`src/rtl/qpsk_pkg.sv`:
```
// Shared QPSK constants: symbol/chip geometry and the four carrier templates.
// Template bit i is chip i, so T00 = chips 1,1,0,0 is 4'b0011.
package qpsk_pkg;

    localparam int SYM_W            = 2;
    localparam int SAMPLES_PER_CHIP = 2;
    localparam int CHIPS_PER_SYM    = 4;
    localparam int SAMPLES_PER_SYM  = SAMPLES_PER_CHIP * CHIPS_PER_SYM;
    localparam int METRIC_W         = 4;

    typedef logic [SYM_W-1:0] sym_t;

    localparam logic [CHIPS_PER_SYM-1:0] T00 = 4'b0011;
    localparam logic [CHIPS_PER_SYM-1:0] T01 = 4'b1001;
    localparam logic [CHIPS_PER_SYM-1:0] T10 = 4'b1100;
    localparam logic [CHIPS_PER_SYM-1:0] T11 = 4'b0110;

    function automatic logic [CHIPS_PER_SYM-1:0] template_of(input sym_t s);
        case (s)
            2'b00:   return T00;
            2'b01:   return T01;
            2'b10:   return T10;
            default: return T11;
        endcase
    endfunction

endpackage

```
`src/rtl/qpsk_corr.sv`:
```
// Four parallel template correlators; each metric counts samples matching its
// template chip, and o_metric already includes the sample presented this cycle.
module qpsk_corr
    import qpsk_pkg::*;
(
    input  logic                                   clk,
    input  logic                                   reset,
    input  logic                                   i_sample,
    input  logic [1:0]                             i_chip,
    input  logic                                   i_load,
    output logic [CHIPS_PER_SYM-1:0][METRIC_W-1:0] o_metric
);

    genvar gi;
    generate
        for (gi = 0; gi < CHIPS_PER_SYM; gi++) begin : g_corr
            localparam logic [CHIPS_PER_SYM-1:0] TPL = template_of(sym_t'(gi));

            logic                w_match;
            logic [METRIC_W-1:0] r_acc;

            assign w_match      = (i_sample == TPL[i_chip]);
            assign o_metric[gi] = i_load ? {{(METRIC_W-1){1'b0}}, w_match}
                                         : r_acc + {{(METRIC_W-1){1'b0}}, w_match};

            always_ff @(posedge clk) begin
                if (!reset) begin
                    r_acc <= '0;
                end else begin
                    r_acc <= o_metric[gi];
                end
            end
        end
    endgenerate

endmodule

```
`src/rtl/qpsk_demod.sv`:
```
// Non-coherent hard-decision QPSK demodulator: 8-sample windows correlated
// against four templates, argmax decision, 2-bit serialiser and error counter.
module qpsk_demod
    import qpsk_pkg::*;
#(
    parameter int ALIGN  = 1,
    parameter int THRESH = 7
) (
    input  logic       clk,
    input  logic       reset,
    input  logic       rx,
    output sym_t       sym,
    output logic       sym_valid,
    output logic       sym_err,
    output logic       bit_out,
    output logic       bit_valid,
    output logic [7:0] err_cnt
);

    localparam logic [2:0]          ALIGN_3  = 3'(ALIGN);
    localparam logic [METRIC_W-1:0] THRESH_M = METRIC_W'(THRESH);

    logic [2:0] r_sc;
    logic       r_primed;
    sym_t       r_sym;
    logic       r_sym_valid;
    logic       r_sym_err;
    logic       r_bit_out;
    logic       r_bit_valid;
    logic       r_pend;
    logic       r_pend_bit;
    logic [7:0] r_err_cnt;

    logic [2:0]                             w_k;
    logic                                   w_load;
    logic                                   w_decide;
    logic [CHIPS_PER_SYM-1:0][METRIC_W-1:0] w_metric;
    logic [METRIC_W-1:0]                    w_best;
    sym_t                                   w_best_sym;
    logic                                   w_err;

    assign w_k      = r_sc - ALIGN_3;
    assign w_load   = (w_k == 3'd0);
    // r_primed keeps a window cut short by reset from producing a decision
    assign w_decide = (w_k == 3'd7) && r_primed;

    qpsk_corr u_corr (
        .clk      (clk),
        .reset    (reset),
        .i_sample (rx),
        .i_chip   (w_k[2:1]),
        .i_load   (w_load),
        .o_metric (w_metric)
    );

    // Strict '>' keeps the lowest code on ties
    always_comb begin
        w_best     = w_metric[0];
        w_best_sym = 2'b00;
        for (int i = 1; i < CHIPS_PER_SYM; i++) begin
            if (w_metric[i] > w_best) begin
                w_best     = w_metric[i];
                w_best_sym = sym_t'(i);
            end
        end
    end

    assign w_err = (w_best < THRESH_M);

    always_ff @(posedge clk) begin
        if (!reset) begin
            r_sc        <= '0;
            r_primed    <= 1'b0;
            r_sym       <= '0;
            r_sym_valid <= 1'b0;
            r_sym_err   <= 1'b0;
            r_bit_out   <= 1'b0;
            r_bit_valid <= 1'b0;
            r_pend      <= 1'b0;
            r_pend_bit  <= 1'b0;
            r_err_cnt   <= '0;
        end else begin
            r_sc        <= r_sc + 3'd1;
            r_sym_valid <= 1'b0;
            r_bit_valid <= 1'b0;
            if (w_load) begin
                r_primed <= 1'b1;
            end
            if (w_decide) begin
                r_sym       <= w_best_sym;
                r_sym_err   <= w_err;
                r_sym_valid <= 1'b1;
                r_bit_out   <= w_best_sym[1];
                r_bit_valid <= 1'b1;
                r_pend      <= 1'b1;
                r_pend_bit  <= w_best_sym[0];
                if (w_err && (r_err_cnt != 8'hFF)) begin
                    r_err_cnt <= r_err_cnt + 8'd1;
                end
            end else if (r_pend && (w_k == 3'd3)) begin
                // k=3 of the next window is exactly 4 edges after the decision
                r_bit_out   <= r_pend_bit;
                r_bit_valid <= 1'b1;
                r_pend      <= 1'b0;
            end
        end
    end

    assign sym       = r_sym;
    assign sym_valid = r_sym_valid;
    assign sym_err   = r_sym_err;
    assign bit_out   = r_bit_out;
    assign bit_valid = r_bit_valid;
    assign err_cnt   = r_err_cnt;

endmodule

```
`config.mk`:
```
export PLATFORM = sky130hd
export DESIGN_NAME = qpsk_demod
export DESIGN_NICKNAME = d
export VERILOG_FILES = /design/src/rtl/qpsk_pkg.sv /design/src/rtl/qpsk_corr.sv /design/src/rtl/qpsk_demod.sv
export SDC_FILE = /design/constraint.sdc
export NUM_CORES = 1
export LEC_CHECK = 0
export CAP_MARGIN = 25
export CELL_PAD_IN_SITES_DETAIL_PLACEMENT = 1
export CELL_PAD_IN_SITES_GLOBAL_PLACEMENT = 1
export CORE_ASPECT_RATIO = 0.5
export CORE_MARGIN = 8
export CORE_UTILIZATION = 45
export CTS_BUF_LIST = sky130_fd_sc_hd__clkbuf_8
export DETAILED_ROUTE_END_ITERATION = 10
export PLACE_DENSITY = 0.79
export SLEW_MARGIN = 20
export SYNTH_ARGS = -nofsm -noshare
export SYNTH_HDL_FRONTEND = slang
export SYNTH_SLANG_ARGS = --single-unit
```
`constraint.sdc`:
```
create_clock -name clk -period 9.5 [get_ports clk]
set_input_delay 1.9 -clock clk [delete_from_list [all_inputs] [get_ports clk]]
set_output_delay 1.9 -clock clk [all_outputs]
set_load 0.02 [all_outputs]
```
======== After elaboration in Yosys (flattened, before gate mapping) ========
Cells that the tools add are included.
word-level totals
  register bits after elaboration ......... 36
  bits in latches ......................... 0
  bits in writable memories ............... 0
  memory bits (read-only) ................. 0
  bits of input ports ..................... 3
  output and inout bits ................... 14
  word-level logic and storage cells ...... 64
  memories kept ........................... 0
operators by class
  $add $sub $neg .......................... 7
  multiply operators ...................... 0
  div/mod/pow operators ................... 0
  magnitude comparators ................... 5
  eq/ne operators ......................... 7
  shifts and indexed selects .............. 0
  mux-type cells .......................... 25
  bitwise operators ....................... 0
  reduce and logical (&&, ||, !) cells .... 6
operators by type and width
  cell                   count
  $mux W4                7
  $add A4 B1 Y4          4
  $gt A4 B4 Y1           3
  $mux W1                12
  $add A8 B1 Y8 const B  1
  $bmux W1 S2            4
  $ne A8 B8 Y1 const B   1
  $eq A1 B1 Y1           4
  $lt A4 B3 Y1 const B   1
  $mux W2                2
  $add A3 B1 Y3 const B  1
  $eq A3 B2 Y1 const B   1
  $eq A3 B3 Y1 const B   1
  $logic_and A1 B1 Y1    3
  $logic_not A3 Y1       1
  $lt A2 B3 Y1 const B   1
  $sub A3 B1 Y3 const B  1
  $reduce_and A2 Y1      1
  $reduce_bool A2 Y1     1

======== Longest topological paths before layout ========
Gate-level depths: netlist of run 1.
  word-level depth ........................ 15
  depth in mapped cells ................... 31
  mapped depth without buffers ............ 30

======== Hierarchy ========
A second synthesis of run 1 with hierarchy kept.
second synthesis, totals
  cells, all modules ...................... 249
  area, all modules ....................... 2212.1 um^2
modules (own cells, without submodules)
  module      times used  cells each  area each (um^2)  seq. area each (um^2)
  qpsk_demod  1           167         1452.6            380.4
  qpsk_corr   1           82          759.5             320.3

======== Worst setup path before layout of run 1 ========
Ideal clock, no wire load.
  path kind ............................... in2reg
  from .................................... input port rx
  to ...................................... register r_err_cnt[5] (netlist: err_cnt[5])
  library setup time ...................... 71 ps
  arrival ................................. 7058 ps
  required time ........................... 9429 ps
  path slack .............................. 2371 ps
  cell stages on the path ................. 25
  buffers on the path ..................... 1
  cells stage by stage .................... xnor2_1 xor2_1 ha_1 nand3_1 xor2_1 nor2_1 ha_1 a21oi_1 o221ai_1 a2111oi_0 a221oi_2 ha_1 o21ai_0 a21o_1 clkbuf_1 o21ai_0 o22ai_1 ha_1 and4_1 a21oi_1 o21bai_1 a32o_1 nand3_1 or4_1 a21oi_1
RTL lines
  what                  RTL line          RTL
  start, declared       qpsk_demod.sv:11  input logic rx,
  end signal, assigned  qpsk_demod.sv:98  r_err_cnt <= r_err_cnt + 8'd1;
  end, declared         qpsk_demod.sv:32  logic [7:0] r_err_cnt;

==> impl_metrics.env, run 1 <==
export IMPL_outcome="finished clean"
export IMPL_holdPathStages=1
export IMPL_tightest_slew_ns=0.770
export IMPL_crit_required_ns=9.70
export IMPL_syn_to_final_growth_pct=12.8
export IMPL_crit_path_end_kind="register"
export IMPL_irDropWorstVdd_mv=0.107
export IMPL_period_share=0.878
export IMPL_netlist_instances=258
export IMPL_period_needed_ns=8.34
export IMPL_totalWireLength_um=5790
export IMPL_p_clk_frac=0.134
export IMPL_synth_area_um2=2190
export IMPL_cts_root_buf="clkbuf_8"
export IMPL_reg2reg_to="err_cnt[5]$_SDFFE_PN0P_"
export IMPL_coreArea_um2=4800
export IMPL_port_buffers=16
export IMPL_min_path_type="register to register"
export IMPL_hpwl_um=4410
export IMPL_r2r_start="r_sc[0]$_SDFF_PN0_"
export IMPL_setup_viol_count_final=0
export IMPL_ys_seq_elements=35
export IMPL_syn_nets=285
export IMPL_cts_resized=0
export IMPL_reg2reg_slack_ns=2.33
export IMPL_hold_viol=0
export IMPL_ant_nets=0
export IMPL_grt_max_degree=21
export IMPL_dr_total_vias=1880
export IMPL_cts_sinks=35
export IMPL_yosysSeqAreaShare=0.321
export IMPL_start_util=0.456
export IMPL_tns_ns=0
export IMPL_leakage_nw=0.981
export IMPL_ff_latch_area_um2=701
export IMPL_num_rows=18
export IMPL_fin_worst_skew_ns=0.00591
export IMPL_dieArea_um2=7480
export IMPL_rsz0062_at_grt="false"
export IMPL_min_delay_start="r_sc[0]$_SDFF_PN0_"
export IMPL_diodes=0
export IMPL_io_pins=17
export IMPL_syn_area_per_cell_um2=8.47
export IMPL_comb_power_share=0.639
export IMPL_finish_utilization=0.514
export IMPL_final_layout_size_suffix_gt1_frac=0.0588
export IMPL_cap_violations=0
export IMPL_antenna_found_initial=0
export IMPL_ff2ff_path_depth=27
export IMPL_slew_violations=0
export IMPL_multi_input_area_um2=1400
export IMPL_grt_util_all_layers=0.165
export IMPL_p_int_mw=0.398
export IMPL_wl_per_cell_um=16.9
export IMPL_async_flop_share=0
export IMPL_maxSlewHeadroom=0.485
export IMPL_insertion_delay_ns=0.29
export IMPL_ys_flop_type="dfxtp_1"
export IMPL_min_to="r_sc[0]$_SDFF_PN0_"
export IMPL_drc=0
export IMPL_grt_overflow=0
export IMPL_fill_cells=577
export IMPL_drtIter0Drc=87
export IMPL_cts_max_path_buffers=2
export IMPL_p_seq_frac=0.227
export IMPL_grt_pass1_vias=2043
export IMPL_cts_hold_buf=0
export IMPL_grt_pass1_wl_um=9780
export IMPL_synth_enable_flop_cells=0
export IMPL_fmax_mhz=120
export IMPL_ys_types=53
export IMPL_cts_tree="yes"
export IMPL_switching_share=0.474
export IMPL_vias_per_cell=5.50
export IMPL_final_nets=300
export IMPL_cts_setup_buffers=0
export IMPL_cp_max_fo=10
export IMPL_clk_pin_slew_worst_paths_ns=0.07
export IMPL_die_x_um=115
export IMPL_path_class="input port to register"
export IMPL_cts_buffers=5
export IMPL_cp_arrival_ns=8.54
export IMPL_htreeDepth=2
export IMPL_drt_pre_antenna_iters=4
export IMPL_place_gp_congestion=0.907
export IMPL_critPathLaunchType="input port"
export IMPL_die_y_um=65.3
export IMPL_power_net_switching_mw=0.358
export IMPL_ys_warn_count=0
export IMPL_powerDensity_nw_per_um2=307
## cells in the mapped netlist (all sizes together), types with 2 or more instances
cell | count | area, um2
buf | 2 | 18.8
nor2 | 39 | 151
or2 | 2 | 12.5
nor3 | 2 | 10.0
xor2 | 6 | 71.3
inv | 10 | 37.5
nand2 | 25 | 93.8
nor3b | 2 | 15.0
nand4 | 3 | 18.8
mux2i | 8 | 80.1
nand2b | 6 | 37.5
a211oi | 4 | 30.0
a2111oi | 2 | 17.5
o22ai | 2 | 12.5
and2 | 4 | 25.0
a31oi | 2 | 27.5
a21oi | 11 | 55.1
dfxtp | 35 | 701
nand3 | 12 | 60.1
xnor2 | 8 | 70.1
o21ai | 12 | 63.8
and3 | 6 | 42.5
clkbuf | 6 | 22.5
ha | 24 | 300
nor2b | 3 | 18.8
## flip-flops by register name (all words and copies together) (netlist names)
signal	count
r_sc	3
err_cnt	8
r_primed	1
bit_out	1
sym_err	1
r_pend	1
sym_valid	1
bit_valid	1
sym	2
u_corr.g_corr.r_acc	16
## cell families (layout without fill, tap and decap cells)
| logic type | after synthesis | in the layout | synth area share |
|---|---|---|---|
| adders and majority gates | 24 | 24 | 0.137 |
| and+or+nand+nor | 109 | 109 | 0.243 |
| muxes | 8 | 8 | 0.0366 |
| buffers and inverters | 19 | 33 | 0.0378 |
| AOI/OAI and AO/OA | 49 | 49 | 0.160 |
| DFF | 35 | 35 | 0.321 |
| xor gates and xnor gates | 14 | 14 | 0.0647 |
## through the flow
step / power, mW / hold WS [ns] / worst slack, ns / std cells / area [um2]
2_1_floorplan: 0.546 / 0.433 / 2.37 / 258 / 2190
3_3_place_gp: 0.616 / 0.442 / 1.26 / 336 / 2390
3_5_place_dp: 0.652 / 0.475 / 0.885 / 336 / 2390
4_1_cts: 0.758 / 0.491 / 1.17 / 342 / 2460
5_1_grt: 0.825 / 0.520 / 0.494 / 342 / 2460
6_report: 0.756 / 0.486 / 1.16 / 342 / 2460
## power by group through the flow
| stage | Sequential [mW] | Clock (mW) | Combinational [mW] |
|---|---|---|---|
| 2_1_floorplan | 0.177 | 0 | 0.369 |
| 3_3_place_gp | 0.174 | 0 | 0.442 |
| 3_5_place_dp | 0.175 | 0 | 0.477 |
| 4_1_cts | 0.172 | 0.104 | 0.482 |
| 5_1_grt | 0.174 | 0.109 | 0.543 |
| 6_report | 0.172 | 0.101 | 0.483 |
## worst max-delay path: stages
cell and delay, ns:
clkdlybuf4s50_1 0.53, xnor2_1 0.35, xor2_1 0.28, ha_1 0.22, nand3_1 0.10, xor2_1 0.33, nor2_1 0.09, ha_1 0.34
a21oi_1 0.21, o221ai_1 0.18, a2111oi_0 0.58, a221oi_2 0.12, ha_1 0.32, o21ai_0 0.26, a21o_1 0.33, o21ai_0 0.14
o22ai_1 0.28, ha_1 0.29, and4_1 0.17, a21oi_1 0.31, o21bai_1 0.17, a32o_1 0.29, nand3_1 0.17, or4_1 0.42
a21oi_1 0.14
## metal layers
layer  GRT usage  vias up  part of all wire
met5           0        -                 0
met2       0.280       30              0.45
li1            -      929                 -
met3      0.0475        5             0.045
met1       0.202      916              0.50
met4      0.0411        0            0.0052
## layout make-up
class                   instances  area share
well taps                      70      0.0355
multi-input cells             204       0.569
repair buffers                 16      0.0650
inverters                      11      0.0168
clock buffers                   5      0.0279
clock inverters                 1     0.00152
flip-flops and latches         35       0.284
## worst max-delay path by stage
stage	start	depth (start not counted)	to	slack, ns
3_3_place_gp	rx	26	err_cnt[5]$_SDFFE_PN0P_	1.26
2_1_floorplan	rx	25	err_cnt[5]$_SDFFE_PN0P_	2.37
5_1_grt	rx	26	err_cnt[5]$_SDFFE_PN0P_	0.49
6_report	rx	25	err_cnt[5]$_SDFFE_PN0P_	1.16
3_5_place_dp	rx	26	err_cnt[5]$_SDFFE_PN0P_	0.89
4_1_cts	rx	26	err_cnt[5]$_SDFFE_PN0P_	1.17
## layout by cell type, fill, tap and decap left out, types with 2 or more instances in the layout
cell type and n:
a21oi_1 11, dfxtp_1 35, nor2_2 2, inv_1 11
nor3b_1 2, nand4_1 3, nor3_1 2, xnor2_1 8
mux2i_1 8, and2_1 4, nand2_1 25, nand3_1 12
ha_1 24, o22ai_1 2, a211oi_1 4, clkdlybuf4s50_1 16
a2111oi_0 2, xor2_1 5, nor2_1 37, nand2b_1 6
nor2b_1 3, or2_2 2, clkbuf_8 5, o21ai_0 11
and3_1 5
Power figures use the tool's default switching activity.
==> inputs of run 2 (changes only) <==
- CORE_UTILIZATION: 45 -> 46
- PLACE_DENSITY: 0.79 -> 0.8
- SKIP_LAST_GASP: default -> 1
==> run 2 against run 1 <==
Clock skew grew 0.0039 ns. Non-clock buffer count is the same. Die area decreased by 1.8%. Routed wire length rose by 3.4%.
==> impl_metrics.env, run 2 (synthesis gave the netlist of run 1 again) <==
export IMPL_outcome="finished clean"
export IMPL_crit_top_cell="ha_1"
export IMPL_io_pins=17
export IMPL_cts_max_path_buffers=2
export IMPL_drc=0
export IMPL_period_needed_ns=8.38
export IMPL_crit_path_top_delay_cell="a2111oi_0"
export IMPL_slew_violations=0
export IMPL_die_x_um=113
export IMPL_antenna_found_initial=0
export IMPL_insertion_delay_ns=0.30
export IMPL_cp_max_fo=10
export IMPL_vias_per_cell=5.66
export IMPL_p_seq_frac=0.219
export IMPL_ff2ff_path_depth=27
export IMPL_finish_utilization=0.550
export IMPL_cts_sinks=35
export IMPL_cts_hold_buf=0
export IMPL_fin_worst_skew_ns=0.00980
export IMPL_place_gp_congestion=0.977
export IMPL_cts_resized=0
export IMPL_grt_pass1_wl_um=10200
export IMPL_grt_max_degree=21
export IMPL_die_y_um=64.7
export IMPL_grt_pass1_vias=2072
export IMPL_ant_nets=0
export IMPL_maxSlewHeadroom=0.453
export IMPL_switching_share=0.487
export IMPL_dieArea_um2=7350
export IMPL_cts_setup_buffers=0
export IMPL_totalWireLength_um=5990
export IMPL_tightest_slew_ns=0.818
export IMPL_comb_power_share=0.646
export IMPL_holdPathStages=1
export IMPL_p_clk_frac=0.135
export IMPL_start_util=0.487
export IMPL_period_share=0.882
export IMPL_drt_pre_antenna_iters=4
export IMPL_rsz0062_at_grt="false"
export IMPL_diodes=0
export IMPL_cts_buffers=5
export IMPL_leakage_nw=0.991
export IMPL_critPathLaunchType="input port"
export IMPL_port_buffers=16
export IMPL_hold_viol=0
export IMPL_final_cell_mix="37 x nor2_1, 35 x dfxtp_1, 25 x nand2_1"
export IMPL_regMostFlops="u_corr.g_corr.r_acc"
export IMPL_grt_util_all_layers=0.173
export IMPL_setup_viol_count_final=0
export IMPL_cts_tree="yes"
export IMPL_path_class="input port to register"
export IMPL_wl_per_cell_um=17.6
export IMPL_final_layout_size_suffix_gt1_frac=0.0620
export IMPL_tns_ns=0
export IMPL_p_int_mw=0.402
export IMPL_syn_to_final_growth_pct=12.9
export IMPL_cp_slowest_stage_delay_ns=0.56
export IMPL_htreeDepth=2
export IMPL_drtIter0Drc=74
export IMPL_hpwl_um=4360
export IMPL_irDropWorstVdd_mv=0.108
export IMPL_cap_violations=0
export IMPL_power_net_switching_mw=0.382
export IMPL_cp_arrival_ns=8.59
export IMPL_crit_required_ns=9.71
export IMPL_cts_root_buf="clkbuf_8"
export IMPL_num_rows=17
export IMPL_powerDensity_nw_per_um2=317
export IMPL_final_nets=300
export IMPL_crit_path_end_kind="register"
export IMPL_min_path_type="register to register"
export IMPL_fill_cells=536
export IMPL_fmax_mhz=119
export IMPL_grt_overflow=0
export IMPL_dr_total_vias=1923
export IMPL_largest_reg_flops=16
export IMPL_final_common_cell="nor2_1"
export IMPL_clk_pin_slew_worst_paths_ns=0.07
export IMPL_coreArea_um2=4490
## run 2: changes by cell type in the layout (fill, tap and decap cells not counted), sizes merged
cell	before	now
clkinv	1	2
inv	11	12
## run 2: per-layer routing
layer	GRT usage	share of wire	vias up
met3	0.0489	0.054	13
met1	0.212	0.48	927
met4	0.0609	0.018	0
met5	0	0	-
li1	-	-	936
met2	0.286	0.44	47
## run 2: layout make-up
cell class | instances | area [um2] | area share
clock buffer | 5 | 68.8 | 0.0279
clock inverter | 3 | 12.5 | 0.00507
inverter | 11 | 41.3 | 0.0167
multi-input combinational | 204 | 1400 | 0.568
sequential | 35 | 701 | 0.284
tap | 66 | 82.6 | 0.0335
timing repair buffer | 16 | 160 | 0.0649
## run 2: power groups by stage
stage | Clock (mW) | Combinational [mW] | Sequential [mW]
final | 0.106 | 0.507 | 0.171
after global placement | 0 | 0.443 | 0.174
after global routing | 0.115 | 0.571 | 0.173
after detailed placement | 0 | 0.476 | 0.175
after CTS | 0.107 | 0.503 | 0.171
after floorplan | 0 | 0.369 | 0.177
## run 2: worst paths after layout
check / start / endpoint / slack [ns]
min reg2reg: r_sc[0]$_SDFF_PN0_ / r_sc[0]$_SDFF_PN0_ / 0.49
max: rx / err_cnt[5]$_SDFFE_PN0P_ / 1.12
min: r_sc[0]$_SDFF_PN0_ / r_sc[0]$_SDFF_PN0_ / 0.49
max reg2reg: r_sc[0]$_SDFF_PN0_ / err_cnt[5]$_SDFFE_PN0P_ / 2.27
## run 2: stage by stage
step	setup WS [ns]	area (um2)	instances	power [mW]	hold slack, ns
floorplan	2.37	2190	258	0.546	0.433
global placement	1.28	2390	332	0.617	0.447
detailed placement	1.03	2390	332	0.651	0.476
CTS	1.24	2470	340	0.782	0.491
global route	0.497	2470	340	0.859	0.514
finish	1.12	2470	340	0.784	0.486
## run 2: worst max-delay path, delay by kind of cell
kind                       cells  cell delay [ns]
AOI/OAI and AO/OA             11             2.85
and+or+nand+nor                6             1.21
adders and majority gates      4             1.17
xor gates and xnor gates       3             0.95
buffers and inverters          1             0.51
